`src/rtl/uart_rx_word_packer.sv`:
```
// Packs WIDTH-bit UART symbols into words of 1..MAX_WORDS symbols with a
// one-word output holding register; symbols arriving while both slots are full are dropped.
module uart_rx_word_packer #(
  parameter  int WIDTH     = 8,
  parameter  int MAX_WORDS = 4,
  parameter  int MSB_FIRST = 1,
  localparam int CW        = $clog2(MAX_WORDS + 1),
  localparam int DW        = MAX_WORDS * WIDTH
) (
  input  logic             clk,
  input  logic             rst,
  input  logic             in_valid,
  input  logic [WIDTH-1:0] in_data,
  input  logic [CW-1:0]    len_i,
  input  logic             flush_i,
  output logic             out_valid,
  input  logic             out_ready,
  output logic [DW-1:0]    out_data,
  output logic [CW-1:0]    out_count,
  output logic             overflow
);

  logic [DW-1:0] asm_q;
  logic [CW-1:0] cnt_q;
  logic [CW-1:0] len_q;
  logic          pending_q;
  logic [DW-1:0] out_data_q;
  logic [CW-1:0] out_count_q;
  logic          out_valid_q;
  logic          overflow_q;

  logic          out_free;
  logic          xfer_pend;
  logic          hold;
  logic          accept;
  logic          first;
  logic [CW-1:0] cur_cnt;
  logic [CW-1:0] len_eff;
  logic [CW-1:0] cnt_w;
  logic [DW-1:0] asm_w;
  logic [DW-1:0] word_c;
  logic          close;
  logic          load_new;
  int            lane;

  function automatic logic [CW-1:0] clamp_len(input logic [CW-1:0] l);
    if (l == '0 || int'(l) > MAX_WORDS) return CW'(MAX_WORDS);
    return l;
  endfunction

  // A short MSB-first word sits in the top lanes of its nominal length; shift it down.
  function automatic logic [DW-1:0] realign(input logic [DW-1:0] w,
                                            input logic [CW-1:0] len,
                                            input logic [CW-1:0] c);
    logic [DW-1:0] r;
    int            sh;
    r  = '0;
    sh = (MSB_FIRST != 0) ? int'(len) - int'(c) : 0;
    for (int j = 0; j < MAX_WORDS; j++) begin
      if (j < int'(c) && (j + sh) < MAX_WORDS) r[j*WIDTH +: WIDTH] = w[(j+sh)*WIDTH +: WIDTH];
    end
    return r;
  endfunction

  always_comb begin
    out_free  = !out_valid_q || out_ready;
    xfer_pend = pending_q && out_free;
    hold      = pending_q && !out_free;
    accept    = in_valid && !hold;
    cur_cnt   = xfer_pend ? '0 : cnt_q;
    first     = (cur_cnt == '0);
    len_eff   = (accept && first) ? clamp_len(len_i) : len_q;
    lane      = (MSB_FIRST != 0) ? int'(len_eff) - 1 - int'(cur_cnt) : int'(cur_cnt);
    asm_w     = asm_q;
    cnt_w     = cur_cnt;
    if (accept) begin
      if (first) asm_w = '0;
      asm_w[lane*WIDTH +: WIDTH] = in_data;
      cnt_w = cur_cnt + 1'b1;
    end
    close    = !hold && (cnt_w != '0) && ((cnt_w == len_eff) || flush_i);
    word_c   = realign(asm_w, len_eff, cnt_w);
    load_new = close && out_free && !xfer_pend;
  end

  always_ff @(posedge clk) begin
    asm_q <= close ? word_c : asm_w;
  end

  always_ff @(posedge clk) begin
    if (rst) begin
      cnt_q       <= '0;
      len_q       <= CW'(MAX_WORDS);
      pending_q   <= 1'b0;
      out_valid_q <= 1'b0;
      out_count_q <= '0;
      out_data_q  <= '0;
      overflow_q  <= 1'b0;
    end else begin
      overflow_q <= in_valid && hold;
      if (accept && first) len_q <= len_eff;
      cnt_q     <= load_new ? '0 : cnt_w;
      pending_q <= hold || (close && !load_new);
      if (xfer_pend) begin
        out_data_q  <= asm_q;
        out_count_q <= cnt_q;
        out_valid_q <= 1'b1;
      end else if (load_new) begin
        out_data_q  <= word_c;
        out_count_q <= cnt_w;
        out_valid_q <= 1'b1;
      end else if (out_ready) begin
        out_valid_q <= 1'b0;
      end
    end
  end

  assign out_valid = out_valid_q;
  assign out_data  = out_data_q;
  assign out_count = out_count_q;
  assign overflow  = overflow_q;

endmodule

```
`config.mk`:
```
export PLATFORM = sky130hd
export DESIGN_NAME = uart_rx_word_packer
export DESIGN_NICKNAME = d
export VERILOG_FILES = /design/src/rtl/uart_rx_word_packer.sv
export SDC_FILE = /design/constraint.sdc
export NUM_CORES = 1
export LEC_CHECK = 0
export ABC_CLOCK_PERIOD_IN_PS = 10300
export CAP_MARGIN = 10
export CORE_ASPECT_RATIO = 1.5
export CORE_MARGIN = 2
export CORE_UTILIZATION = 62
export DETAILED_ROUTE_END_ITERATION = 7
export PLACE_DENSITY = 0.87
export SYNTH_ARGS = -nofsm -noshare
export SYNTH_HDL_FRONTEND = slang
export SYNTH_SLANG_ARGS = --single-unit
```
`constraint.sdc`:
```
create_clock -name clk -period 10.3 [get_ports clk]
set_input_delay 1.545 -clock clk [delete_from_list [all_inputs] [get_ports clk]]
set_output_delay 1.545 -clock clk [all_outputs]
set_load 0.03 [all_outputs]
```
==> reports/summary.txt <==
status: finished clean
critical path class: input port to flop
Syn. warnings: 0
ANT cells: 0
Max Freq: 118.8 MHz
min-delay src: out_count[1]$_SDFFE_PP0P_
initial antenna violation count: 0
syn_area_per_cell: 8.159 um2
first-pass GRT wire length: 28390 um
setup tns final: 0 ps
hold crit path type: flop to flop
GRT overflow: 0
number of port buffers: 52
Die Width: 81.24 um
largest net degree at the start of global routing: 46
Post-synth ARST share: 0%
post-DP HPWL: 12940 um
clock skew: 9.593 ps
most common cell after layout, fill and taps aside: nand2_1
drt first pass iters: 6
pwr/cell area: 218.0 nW/um2
Cell variety after synth: 87
Worst Path Required: 10490 ps
Setup crit start: out_ready
final instance area: 6377 um2
starting DRC count in detailed routing: 607
setup bufs post-CTS: 0
core box area: 8776 um2
worst slew pin tran: 1015 ps
GP Congestion: 0.9964
share of cells above drive strength 1: 10.96%
Reg clk slew, reported paths: 60 ps
Synth Flop Type: dfxtp_1
DP Area: 6067 um2
Cell Rows: 42
wire per inst: 22.35 um
post-CTS sizing: 0
hold slack final: 512.4 ps
crit end category: flop
Die Footprint: 9736 um2
GRT Util Overall: 38.30%
worst vdd ir: 0.1262 mV
Leak: 2.407 nW
vias in the first global route: 5611
Clock Path Buffers: 2
Max-Cap Viols: 0
final net count: 742
Crit Reg-Reg Startpoint: pending_q$_SDFF_PP0_
mapped cell area: 5548 um2
Tmin final: 8418 ps
Worst-Skew Late Latency: 350 ps
Post-synth EDFFs: 0
via count: 5818
P&R area growth vs syn: 14.95%
total length of routed wires: 18370 um
final setup vio count: 0
Clock Sinks: 76
Pins Over Slew Limit: 0
Die Ht: 119.9 um
Seq cells post-synth: 76
worst relative slew slack: 32.12%
DRC violations left: 0
DR vias/cell: 7.078
clock root buffer master: clkbuf_16
number of buffers created by CTS: 9
Worst Path Arrival: 8600 ps
Seq/Total Area, Yosys: 27.42%
critical path launch point type: input port
fin crit share: 81.73%
Post-Syn Nets: 715
cts hold-fix bufs: 0
io pins: 53
most frequent cells in the layout: 85 x nand2_1, 76 x dfxtp_1, 51 x clkdlybuf4s50_1, 48 x a21oi_1, 38 x o22ai_1
RSZ-0062 raised after global routing: false
H-tree Lvls: 3
Fin. Hold Viols: 0
FILL cells: 735
CP Max Fanout: 10
Initial Utilization: 63.22%
CTS tree: yes
Antenna Nets Post-Route: 0
Cells after Synth: 680
[cells in the mapped netlist, drive strengths merged (13+ instances only)]
library cell	number	area (um2)
dfxtp	76	1521
nor3	17	90.09
mux2i	33	346.6
o21ai	36	180.2
ha	17	212.7
a21oi	52	275.3
and2	18	112.6
nand2	87	336.6
a22oi	34	255.2
o22ai	38	237.7
clkbuf	26	97.59
nand3	13	82.58
buf	17	95.09
inv	20	75.07
nor2	37	141.4
[per-layer routing]
layer	vias up	global-route usage (%)	routed length, um
met5	-	0	0
li1	2608	-	-
met4	0	26.91	1310
met2	354	65.39	9237
met1	2764	42.11	6458
met3	92	5.865	1366
[cell families (layout without fill, tap and decap cells)]
group / after synthesis / after routing / share of synthesized area [%]
multiplexers: 46 / 46 / 9.359
flip-flops: 76 / 76 / 27.42
XOR/XNOR: 11 / 11 / 2.346
adder cells (fa/ha/maj): 19 / 19 / 4.556
buffers and inverters: 63 / 95 / 4.826
AND/OR/NAND/NOR: 231 / 231 / 22.12
AO/OA/AOI/OAI: 234 / 234 / 29.36
[final timing paths]
check                         endpoint  slack (ps)  depth (start not counted)
min          out_count[1]$_SDFFE_PP0P_         510                          2
max reg2reg   out_data[1]$_SDFFE_PP0P_        3130                         22
min reg2reg  out_count[1]$_SDFFE_PP0P_         510                          2
max           out_data[1]$_SDFFE_PP0P_        1880                         24
[critical path, stage by stage]
cell	delay, ps
clkdlybuf4s50_1	520
nand2b_1	300
nand2_1	270
and2_1	300
inv_1	90
ha_1	190
nand2_1	110
nor3_2	410
mux2i_1	360
xnor2_1	220
fa_1	360
a21oi_1	170
a211oi_2	550
nand4_1	190
ha_1	330
nand2_1	60
nor3_1	130
nand4_1	110
or4_1	490
or4_1	820
mux2i_4	330
mux2_2	330
a22oi_1	270
o21ai_0	140
[per-stage QoR]
step	utilization (%)	cells	power (mW)	setup slack (ps)
floorplan	-	680	0.8652	3082
global placement	69.13	806	1.025	1955
detailed placement	69.13	806	1.038	1663
CTS	72.67	822	1.370	2003
global route	72.67	822	1.443	1429
finish	72.67	822	1.390	1882
[sequential cells by signal, summed over array words and instances, names as in the netlist]
signal     count
out_data      32
out_count      3
out_valid      1
pending_q      1
asm_q         32
len_q          3
cnt_q          3
overflow       1
[power breakdown]
part	internal (mW)	leakage, nW	total (mW)	switching (mW)
clock network	0.196	0.146	0.334	0.138
logic	0.236	1.64	0.696	0.460
registers	0.333	0.618	0.360	0.0272
total	0.766	2.41	1.39	0.625
[area by class of cell]
class | count | area (um2) | share of cell area, %
inverters | 20 | 75.07 | 1.177
clock buffers | 10 | 239.0 | 3.747
clock inverters | 6 | 71.32 | 1.118
well taps | 110 | 137.6 | 2.158
repair buffers | 59 | 568.0 | 8.907
flip-flops and latches | 76 | 1521 | 23.86
multi-input cells | 541 | 3765 | 59.03
No activity file was read; power rests on OpenSTA's default activity.
